===== src/rtl/arb_rr4_sched_pkg.sv =====
// Shared types and constants for the four-lane round-robin scheduler.
// Latency: n/a (definitions only).
// Backpressure: n/a (definitions only).
package arb_rr4_sched_pkg;

    localparam int NUM_LANES = 4;
    localparam int LANE_W    = 2;

    typedef enum logic [1:0] {
        ST_IDLE = 2'b00,
        ST_RUN  = 2'b01,
        ST_HOLD = 2'b10
    } state_t;

    // Round-robin pick: first non-empty lane after last_grant, wrapping.
    // If nothing is non-empty the result is last_grant; callers gate on that.
    function automatic logic [LANE_W-1:0] rr_pick(input logic [LANE_W-1:0]    last,
                                                  input logic [NUM_LANES-1:0] ne);
        logic [LANE_W-1:0] pick;
        logic [LANE_W-1:0] cand;
        logic              found;
        pick  = last;
        cand  = last;
        found = 1'b0;
        for (int i = 1; i <= NUM_LANES; i++) begin
            cand = last + LANE_W'(i);
            if (!found && ne[cand]) begin
                pick  = cand;
                found = 1'b1;
            end
        end
        return pick;
    endfunction

endpackage


===== src/rtl/arb_rr4_sched_lane_fifo.sv =====
// Per-lane word FIFO with sticky overflow flag and almost-full indication.
// Latency: a pushed word is visible at head after one edge; head is combinational from storage.
// Backpressure: push on full without same-cycle pop drops the word and latches overflow.
module lane_fifo #(
    parameter int DATA_W     = 8,
    parameter int FIFO_DEPTH = 4,
    parameter int AFULL_TH   = 3
) (
    input  logic              clk,
    input  logic              rst_n,
    input  logic              push,
    input  logic [DATA_W-1:0] push_data,
    input  logic              pop,
    output logic [DATA_W-1:0] head,
    output logic              empty,
    output logic              almost_full,
    output logic              overflow
);

    localparam int PTR_W = $clog2(FIFO_DEPTH);
    localparam int CNT_W = PTR_W + 1;

    logic [DATA_W-1:0] mem [FIFO_DEPTH];
    logic [PTR_W-1:0]  wr_ptr;
    logic [PTR_W-1:0]  rd_ptr;
    logic [CNT_W-1:0]  count;
    logic              full;
    logic              do_push;
    logic              do_pop;

    // Flags come only from registered occupancy, never from this cycle's inputs.
    assign full        = (count == CNT_W'(FIFO_DEPTH));
    assign empty       = (count == '0);
    assign almost_full = (count >= CNT_W'(AFULL_TH));
    assign head        = mem[rd_ptr];

    // A pop frees the slot this cycle, so a full FIFO may still accept a push.
    assign do_pop  = pop && !empty;
    assign do_push = push && (!full || do_pop);

    // Pointer, occupancy and sticky overflow tracking.
    always_ff @(posedge clk or negedge rst_n) begin
        if (!rst_n) begin
            wr_ptr   <= '0;
            rd_ptr   <= '0;
            count    <= '0;
            overflow <= 1'b0;
        end else begin
            if (do_push) wr_ptr <= wr_ptr + 1'b1;
            if (do_pop)  rd_ptr <= rd_ptr + 1'b1;
            case ({do_push, do_pop})
                2'b10:   count <= count + 1'b1;
                2'b01:   count <= count - 1'b1;
                default: count <= count;
            endcase
            if (push && !do_push) overflow <= 1'b1;
        end
    end

    // Word storage; contents are don't-care until written, so no reset.
    always_ff @(posedge clk) begin
        if (do_push) mem[wr_ptr] <= push_data;
    end

endmodule


===== src/rtl/arb_rr4_sched.sv =====
// Four-lane buffered round-robin scheduler issuing one word per cycle downstream.
// Latency: word pushed at edge k into an idle scheduler appears on dataout after edge k+1.
// Backpressure: pause_in=1 blocks issue that cycle; lanes keep buffering, dropping into overflow_err when full.
module arb_rr4_sched
    import arb_rr4_sched_pkg::*;
#(
    parameter int DATA_W     = 8,
    parameter int FIFO_DEPTH = 4,
    parameter int AFULL_TH   = 3
) (
    input  logic              clk_4f,
    input  logic              reset_L,
    input  logic              valid0,
    input  logic              valid1,
    input  logic              valid2,
    input  logic              valid3,
    input  logic [DATA_W-1:0] data_in0,
    input  logic [DATA_W-1:0] data_in1,
    input  logic [DATA_W-1:0] data_in2,
    input  logic [DATA_W-1:0] data_in3,
    input  logic              pause_in,
    output logic              almost_full0,
    output logic              almost_full1,
    output logic              almost_full2,
    output logic              almost_full3,
    output logic [3:0]        overflow_err,
    output logic              validout,
    output logic [DATA_W-1:0] dataout,
    output logic [1:0]        lane_sel,
    output logic              idle
);

    logic [NUM_LANES-1:0] lane_vld;
    logic [NUM_LANES-1:0] lane_empty;
    logic [NUM_LANES-1:0] lane_afull;
    logic [NUM_LANES-1:0] lane_ovf;
    logic [NUM_LANES-1:0] lane_pop;
    logic [DATA_W-1:0]    lane_din  [NUM_LANES];
    logic [DATA_W-1:0]    lane_head [NUM_LANES];

    state_t            state;
    state_t            state_next;
    logic [LANE_W-1:0] last_grant;
    logic [LANE_W-1:0] grant;
    logic              any_ne;
    logic              pop_en;

    assign lane_vld    = {valid3, valid2, valid1, valid0};
    assign lane_din[0] = data_in0;
    assign lane_din[1] = data_in1;
    assign lane_din[2] = data_in2;
    assign lane_din[3] = data_in3;

    for (genvar g = 0; g < NUM_LANES; g++) begin : g_lane
        lane_fifo #(
            .DATA_W     (DATA_W),
            .FIFO_DEPTH (FIFO_DEPTH),
            .AFULL_TH   (AFULL_TH)
        ) u_fifo (
            .clk         (clk_4f),
            .rst_n       (reset_L),
            .push        (lane_vld[g]),
            .push_data   (lane_din[g]),
            .pop         (lane_pop[g]),
            .head        (lane_head[g]),
            .empty       (lane_empty[g]),
            .almost_full (lane_afull[g]),
            .overflow    (lane_ovf[g])
        );
    end

    assign any_ne       = (lane_empty != '1);
    assign grant        = rr_pick(last_grant, ~lane_empty);
    assign almost_full0 = lane_afull[0];
    assign almost_full1 = lane_afull[1];
    assign almost_full2 = lane_afull[2];
    assign almost_full3 = lane_afull[3];
    assign overflow_err = lane_ovf;
    assign idle         = !any_ne && !validout;

    // Next-state logic. A pop is issued in the same cycle the FSM commits to RUN,
    // so leaving IDLE or HOLD costs no extra cycle of latency.
    always_comb begin
        state_next = state;
        case (state)
            ST_IDLE: if (any_ne && !pause_in) state_next = ST_RUN;
            ST_RUN: begin
                if (pause_in)     state_next = ST_HOLD;
                else if (!any_ne) state_next = ST_IDLE;
            end
            ST_HOLD: if (!pause_in) state_next = any_ne ? ST_RUN : ST_IDLE;
            default: state_next = ST_IDLE;
        endcase
    end

    // Entering or staying in RUN implies pause_in=0 and at least one lane holds data.
    always_comb begin
        pop_en   = (state_next == ST_RUN);
        lane_pop = '0;
        if (pop_en) lane_pop[grant] = 1'b1;
    end

    // FSM state register.
    always_ff @(posedge clk_4f or negedge reset_L) begin
        if (!reset_L) state <= ST_IDLE;
        else          state <= state_next;
    end

    // Registered issue path; dataout/lane_sel hold their last value between words.
    always_ff @(posedge clk_4f or negedge reset_L) begin
        if (!reset_L) begin
            validout   <= 1'b0;
            dataout    <= '0;
            lane_sel   <= '0;
            last_grant <= LANE_W'(NUM_LANES - 1);
        end else begin
            validout <= pop_en;
            if (pop_en) begin
                dataout    <= lane_head[grant];
                lane_sel   <= grant;
                last_grant <= grant;
            end
        end
    end

endmodule


===== config.mk =====
export PLATFORM = sky130hd
export DESIGN_NAME = arb_rr4_sched
export DESIGN_NICKNAME = d
export VERILOG_FILES = /design/src/rtl/arb_rr4_sched_pkg.sv /design/src/rtl/arb_rr4_sched_lane_fifo.sv /design/src/rtl/arb_rr4_sched.sv
export SDC_FILE = /design/constraint.sdc
export NUM_CORES = 1
export LEC_CHECK = 0
export CORE_MARGIN = 8
export CORE_UTILIZATION = 50
export CTS_CLUSTER_SIZE = 12
export DETAILED_ROUTE_END_ITERATION = 7
export PLACE_DENSITY_LB_ADDON = 0.1
export SETUP_SLACK_MARGIN = 0.3
export SYNTH_ARGS = -nofsm -noshare
export SYNTH_HDL_FRONTEND = slang
export SYNTH_SLANG_ARGS = --single-unit

===== constraint.sdc =====
create_clock -name clk_4f -period 2.8 [get_ports clk_4f]
set_input_delay 0.42 -clock clk_4f [delete_from_list [all_inputs] [get_ports clk_4f]]
set_output_delay 0.42 -clock clk_4f [all_outputs]
set_load 0.005 [all_outputs]

* After elaboration in Yosys (flattened, before gate mapping)
Memories as Yosys holds them, arrays and structs flattened. Cells that the tools add are included.
Word-level totals: register bits after elaboration 47, bits in writable memories 128, input port bits 39, logic and storage cells 161, memories 4
Memory list:
- g_lane[0].u_fifo.mem | words 4, bits a word 8, rd ports 1, clocked after memory_dff 0, write ports 1, RTL line arb_rr4_sched_lane_fifo.sv:23 | logic [DATA_W-1:0] mem [FIFO_DEPTH];
- g_lane[1].u_fifo.mem | words 4, bits a word 8, rd ports 1, clocked after memory_dff 0, write ports 1, RTL line arb_rr4_sched_lane_fifo.sv:23
- g_lane[2].u_fifo.mem | words 4, bits a word 8, rd ports 1, clocked after memory_dff 0, write ports 1, RTL line arb_rr4_sched_lane_fifo.sv:23
- g_lane[3].u_fifo.mem | words 4, bits a word 8, rd ports 1, clocked after memory_dff 0, write ports 1, RTL line arb_rr4_sched_lane_fifo.sv:23
Operators by class: add/subtract/negate cells 19, $lt $le $gt $ge 11, equality and inequality tests 16, multiplexer cells 39, bitwise operators 2, reductions and logical operators 49
Operators by type and width (count):
- 3-bit case mux with 2 select lines | 4
- 2-bit by 1-bit adder with 2-bit output, second input constant | 9
- 1-bit logical AND | 18
- 1-bit logical NOT | 18
- 1-bit 2-to-1 mux | 17
- 8-bit binary-select mux with 2-bit select | 1
- 2-bit 2-to-1 mux | 8
- 8-bit 2-to-1 mux | 2
- 2-bit by 3-bit less-than comparator with 1-bit output, second input constant | 5
- 3-bit by 1-bit adder with 3-bit output, second input constant | 4
- 2-bit by 1-bit == test with 1-bit output, second input constant | 6
- 3-bit == test, second input constant | 4
- 3-bit by 2-bit >= comparator with 1-bit output, second input constant | 4
- 3-bit logical NOT | 4
- 3-bit by 1-bit subtractor with 3-bit output, second input constant | 4
- 2-bit == test, second input constant | 5
- 1-bit binary-select mux with 2-bit select | 4
- 2-bit nonzero test | 4
- 2-bit case mux with 3 select lines | 1
- 2-bit adder, second input constant | 2
- 1-bit logical OR | 4
- 4-bit 2-to-1 mux | 1
- 4-bit inequality test, second input constant | 1
- 4-bit inverter | 1
- other kinds (5) | 5

* Depth between registers and ports, before layout
depth in word-level cells 24, gate-level depth with buffers 13

* By module
From an unflattened synthesis, not the netlist that was laid out.
Unflattened totals: cells, all modules 435, area total of the unflattened synthesis 7557.2 sq um
By module, submodules not included:
- lane_fifo at g_lane[0].u_fifo ... | instances 3, cells each 82, area an instance 1637.8 sq um, seq. area each 1161.1 sq um
- lane_fifo at g_lane[1].u_fifo | instances 1, cells each 90, area an instance 1682.9 sq um, seq. area each 1161.1 sq um
- arb_rr4_sched | instances 1, cells each 99, area an instance 960.9 sq um, seq. area each 377.9 sq um

* Worst setup path before layout
Ideal clock, no wire load.
path kind reg2reg, start reg g_lane[1].u_fifo.count[2], end reg g_lane[0].u_fifo.count[2], setup time 124 ps, arrival time 2735 ps, data required time 2676 ps, path slack -59 ps, cell stages (with the launch flop) 13, path through dfrtp_1 > or3_1 > a32oi_1 > nand3_1 > nor2_2 > and2_1 > buf_6 > nand2b_1 > fa_1 > nand3b_1 > a21oi_1 > o21ai_0 > o31a_1
Between the ends: longest elaborated chain between the ends 24, elaborated cells on any way between the ends 45, classes of those cells 2 x order compare; 4 x eq/ne; 25 x mux; 1 x bitwise; 13 x reduce/logical
Ends and longest elaborated chain:
- start, declared | RTL line arb_rr4_sched_lane_fifo.sv:26 | logic [CNT_W-1:0] count;
- start signal, assigned | RTL line arb_rr4_sched_lane_fifo.sv:52 | 2'b10: count <= count + 1'b1;
- start signal, assigned | RTL line arb_rr4_sched_lane_fifo.sv:53 | 2'b01: count <= count - 1'b1;
- start signal, assigned | RTL line arb_rr4_sched_lane_fifo.sv:54 | default: count <= count;
- 3-bit logical NOT * | RTL line arb_rr4_sched_lane_fifo.sv:33 | assign empty = (count == '0);
- 4-bit inverter | RTL line arb_rr4_sched.sv:73 | assign grant = rr_pick(last_grant, ~lane_empty);
- 1-bit binary-select mux with 2-bit select | RTL line arb_rr4_sched_pkg.sv:27 | if (!found && ne[cand]) begin
- 1-bit 2-to-1 mux (implied by the code) | RTL line arb_rr4_sched_pkg.sv:27
- 1-bit 2-to-1 mux | RTL line arb_rr4_sched_pkg.sv:27
- 1-bit logical NOT | RTL line arb_rr4_sched_pkg.sv:27
- 1-bit logical AND | RTL line arb_rr4_sched_pkg.sv:27
- 1-bit 2-to-1 mux | RTL line arb_rr4_sched_pkg.sv:27
- [8 not listed]
- 1-bit 2-to-1 mux (implied by the code) | RTL line arb_rr4_sched.sv:100 | if (pop_en) lane_pop[grant] = 1'b1;
- 1-bit demux with 2-bit select | RTL line arb_rr4_sched.sv:100
- 4-bit 2-to-1 mux * | RTL line arb_rr4_sched.sv:100
- 1-bit logical AND * | RTL line arb_rr4_sched_lane_fifo.sv:38 | assign do_pop = pop && !empty;
- 1-bit logical OR | RTL line arb_rr4_sched_lane_fifo.sv:39 | assign do_push = push && (!full || do_pop);
- 1-bit logical AND | RTL line arb_rr4_sched_lane_fifo.sv:39
- 2-bit by 1-bit == test with 1-bit output or 2-bit == test (tied branches) | RTL line arb_rr4_sched_lane_fifo.sv:51 | case ({do_push, do_pop})
- 3-bit case mux with 2 select lines or 2-bit nonzero test (tied branches)
- end signal, assigned | RTL line arb_rr4_sched_lane_fifo.sv:52
- end signal, assigned | RTL line arb_rr4_sched_lane_fifo.sv:53
- end signal, assigned | RTL line arb_rr4_sched_lane_fifo.sv:54
- end, declared | RTL line arb_rr4_sched_lane_fifo.sv:26
Mark *: on every way between the ends. The rest lies on a longest branch, timed or not. The select of a mux whose other input is x is not followed. A chain may end at the register's enable or synchronous reset.

* Worst setup path after layout
start reg g_lane[3].u_fifo.count[2], end reg g_lane[1].u_fifo.count[2]
Between the ends: longest elaborated chain between the ends 24, elaborated cells on any way between the ends 45, classes of those cells 2 x order compare; 4 x eq/ne; 25 x mux; 1 x bitwise; 13 x reduce/logical
Ends and longest elaborated chain (RTL line):
- start, declared | arb_rr4_sched_lane_fifo.sv:26
- start signal, assigned | arb_rr4_sched_lane_fifo.sv:52
- start signal, assigned | arb_rr4_sched_lane_fifo.sv:53
- start signal, assigned | arb_rr4_sched_lane_fifo.sv:54
- 3-bit logical NOT * | arb_rr4_sched_lane_fifo.sv:33
- 4-bit inverter | arb_rr4_sched.sv:73
- 1-bit binary-select mux with 2-bit select | arb_rr4_sched_pkg.sv:27
- 1-bit 2-to-1 mux (implied by the code) | arb_rr4_sched_pkg.sv:27
- 1-bit 2-to-1 mux | arb_rr4_sched_pkg.sv:27
- 1-bit logical NOT | arb_rr4_sched_pkg.sv:27
- 1-bit logical AND | arb_rr4_sched_pkg.sv:27
- 1-bit 2-to-1 mux | arb_rr4_sched_pkg.sv:27
- [8 not listed]
- 1-bit 2-to-1 mux (implied by the code) | arb_rr4_sched.sv:100
- 1-bit demux with 2-bit select | arb_rr4_sched.sv:100
- 4-bit 2-to-1 mux * | arb_rr4_sched.sv:100
- 1-bit logical AND * | arb_rr4_sched_lane_fifo.sv:38
- 1-bit logical OR | arb_rr4_sched_lane_fifo.sv:39
- 1-bit logical AND | arb_rr4_sched_lane_fifo.sv:39
- 2-bit by 1-bit == test with 1-bit output or 2-bit == test (tied branches) | arb_rr4_sched_lane_fifo.sv:51
- 3-bit case mux with 2 select lines or 2-bit nonzero test (tied branches)
Marked as above.

==> impl_metrics.env <==
export IMPL_cts_root_buf="clkbuf_16"
export IMPL_viasPerCell=5.461
export IMPL_cts_tree="built"
export IMPL_die_area_um2=19270
export IMPL_finalSetupViolCount=0
export IMPL_grt_start_max_net_pins=19
export IMPL_worstHoldPathType="register to register"
export IMPL_worstSetupPathType="register to register"
export IMPL_antenna_left=0
export IMPL_synth_area_per_cell_um2=16.47
export IMPL_power_leakage_uw=0.003535
export IMPL_n_fill_cell=1088
export IMPL_ys_flop_type="edfxtp_1"
export IMPL_async_flop_share_pct=26.86
export IMPL_yosysUniqueCellTypes=58
export IMPL_worstMarginPinSlew_ns=0.6217
export IMPL_cp_data_required_time_ns=3.11
export IMPL_dp_hpwl_um=10460
export IMPL_peakVddDrop_mv=0.6012
export IMPL_route_detailed_wl_per_inst_um=19.99
export IMPL_r2r_slack_ns=0.24
export IMPL_end_kind="register"
export IMPL_p_per_area_nw_per_um2=1117
export IMPL_groute_usage_overall_pct=16.39
export IMPL_grt_pass1_vias=4404
export IMPL_maxSlewHeadroom_pct=58.55
export IMPL_drt_total_wl_um=15320
export IMPL_slew_viol_final=0
export IMPL_die_y_um=138.8
export IMPL_crit_arrival_ns=2.87
export IMPL_clock_latency_ns=0.43
export IMPL_start_util_pct=50.35
export IMPL_use_met3_pct=3.924
export IMPL_syn_to_final_growth_pct=25.82
export IMPL_clock_sinks=175
export IMPL_ios=59
export IMPL_rsz0062_at_grt="yes"
export IMPL_first_iter_violations=206
export IMPL_hold_viol_final=0
export IMPL_skew_ns=0.01008
export IMPL_min_period_over_period_pct=91.50
export IMPL_start_kind="register"
export IMPL_cap_violations=0
export IMPL_yosysTopAreaCell="edfxtp_1"
export IMPL_port_buffers=58
export IMPL_use_met2_pct=25.91
export IMPL_ys_warnings_count=0
export IMPL_postSynthNetCount=517
export IMPL_slowest_delay_ns=0.47
export IMPL_rows=45
export IMPL_drive_above_1_share_pct=33.56
export IMPL_synth_seq_area_share_pct=66.60
export IMPL_grt_pass1_wl_um=24020
export IMPL_syn_area_um2=7541
export IMPL_vias=4183
export IMPL_overflow=0
export IMPL_drt_pass1_iter_count=4
export IMPL_crit_chain="or3_4 -> o41ai_4 -> buf_4 -> a31oi_4 -> a21boi_4 -> nor2b_4 -> inv_2 -> fa_2 -> nor2_2 -> a221oi_2 -> a21oi_2"
export IMPL_cts_clk_slew_worst_paths_ns=0.07
export IMPL_clock_path_buffers=2
export IMPL_met1_usage_pct=21.58
export IMPL_fin_nets=624
export IMPL_yosys_top_cells_area="edfxtp_1 (51%), dfrtp_1 (15%), mux4_2 (9.6%), ha_1 (2.7%), mux2_2 (2.5%)"
export IMPL_place_gp_congestion=0.7960
export IMPL_fmax_mhz=390.3
export IMPL_antenna_found_initial=0
export IMPL_busiest_layer="met2"
export IMPL_h_tree_depth=4
export IMPL_finalCriticalPeriod_ns=2.562
export IMPL_die_width_um=138.8
export IMPL_ys_ff_latch=175
export IMPL_core_area_um2=14980
export IMPL_drc=0
export IMPL_layout_cells_non_filler=766
export IMPL_placedCellCount=711
export IMPL_cpMaxStageDelayCell="or3_4"
export IMPL_synth_top_area_share_pct=50.97
export IMPL_antennaDiodeCount=0
export IMPL_synthCells=458
export IMPL_status="complete, no violations"
export IMPL_synth_edf_count=128
export IMPL_numCtsBuffers=17
export IMPL_holdWs_ns=0.4614
export IMPL_cp_max_fo=7
export IMPL_finalSetupTns_ns=0
==> synthesized netlist by cell type (all sizes together) (3+ instances only) <==
| library cell | number |
|---|---|
| nor3 | 7 |
| inv | 20 |
| nor2b | 4 |
| a21oi | 8 |
| dfrtp | 45 |
| clkbuf | 6 |
| nor3b | 3 |
| nor2 | 18 |
| mux4 | 32 |
| fa | 4 |
| a22oi | 9 |
| mux2i | 4 |
| and2 | 18 |
| xnor2 | 13 |
| nand3 | 7 |
| mux2 | 21 |
| nand2 | 26 |
| edfxtp | 128 |
| ha | 16 |
| xor2 | 4 |
| nand2b | 4 |
| buf | 16 |
| a21o | 8 |
| or3 | 4 |
| o21ai | 6 |
==> routing by layer <==
metal,part of all wire (%),routed length (µm),vias to the layer above
met4,1.8,281,0
met1,45,6833,2132
li1,-,-,1939
met2,49,7509,93
met5,0,0,-
met3,4.5,692,19
==> through the flow <==
step	total power (µW)	util [%]	instance area, µm²	setup WS (ns)
global placement	7822	57.47	8607	0.02168
finish	10590	63.35	9488	0.2379
floorplan	6581	-	7676	0.1442
CTS	10500	62.46	9354	0.2143
detailed placement	7945	57.47	8607	-0.05037
global route	11200	63.35	9488	0.1389
==> what timing repair did <==
action / in CTS / in global routing
endpoints found under the hold margin: 16 / 0
endpoints found under the setup margin: 115 / 127
resized for setup: 21 / 20
hold buffers: 1 / 0
buffers inserted: 12 / 10
pin swaps: 11 / 9
==> report_power, final <==
| part | internal (µW) | leakage (µW) | switching [µW] |
|---|---|---|---|
| logic | 2240 | 0.00155 | 1950 |
| clock network | 1260 | 0.000278 | 1060 |
| registers | 3550 | 0.00171 | 553 |
==> cells by family after synthesis <==
group	share of synthesized area, %
AO/OA/AOI/OAI	4.978
XOR/XNOR	1.974
adder cells (fa/ha/maj)	3.717
buffers and inverters	2.472
flip-flops	66.60
multiplexers	13.32
AND/OR/NAND/NOR	6.935
==> layout by cell type, fill, tap and decap left out, drive strengths merged, types with 7 or more instances in the layout <==
master and count:
a22oi 9, nand3 7, dfrtp 45, a21o 8, a21oi 8, nand2 26, buf 52, edfxtp 128
mux2 21, nor3 7, ha 16, clkdlybuf4s50 56, and2 18, mux4 32, nor2 18, xnor2 13
clkbuf 19, inv 26
==> state kept, by name, indices dropped and copies added, names as in the netlist <==
register and count:
g_lane.u_fifo.rd_ptr 8, state 2, g_lane.u_fifo.mem 128, last_grant 2, g_lane.u_fifo.wr_ptr 8, dataout 8, g_lane.u_fifo.count 12, validout 1
lane_sel 2, g_lane.u_fifo.overflow 4
==> critical path, delay by kind of cell, from the launching register on <==
| family | cells | cell delay [ns] |
|---|---|---|
| buffers and inverters | 2 | 0.25 |
| AO/OA/AOI/OAI | 5 | 0.84 |
| adder cells (fa/ha/maj) | 1 | 0.26 |
| flip-flops | 1 | 0.42 |
| AND/OR/NAND/NOR | 3 | 0.67 |
==> final timing paths <==
check / startpoint / to / depth (start not counted)
min in group asynchronous: reset_L / g_lane[0].u_fifo.wr_ptr[1] / 2
max in group asynchronous: reset_L / last_grant[0] / 3
max reg2reg: g_lane[3].u_fifo.count[2] / g_lane[1].u_fifo.count[2] / 11
min reg2reg: g_lane[1].u_fifo.overflow / g_lane[1].u_fifo.overflow / 1
min: g_lane[1].u_fifo.overflow / g_lane[1].u_fifo.overflow / 1
max: g_lane[3].u_fifo.count[2] / g_lane[1].u_fifo.count[2] / 11
==> area by class of cell <==
type / instances / area, µm² / area share (%)
clock buffers: 18 / 429.2 / 4.523
clock inverters: 14 / 150.1 / 1.582
well taps: 188 / 235.2 / 2.479
flip-flops and latches: 175 / 5027 / 52.99
repair buffers: 110 / 1003 / 10.58
multi-input cells: 241 / 2567 / 27.06
inverters: 20 / 75.07 / 0.7912
Note: power is estimated with default switching activity, not from simulation.
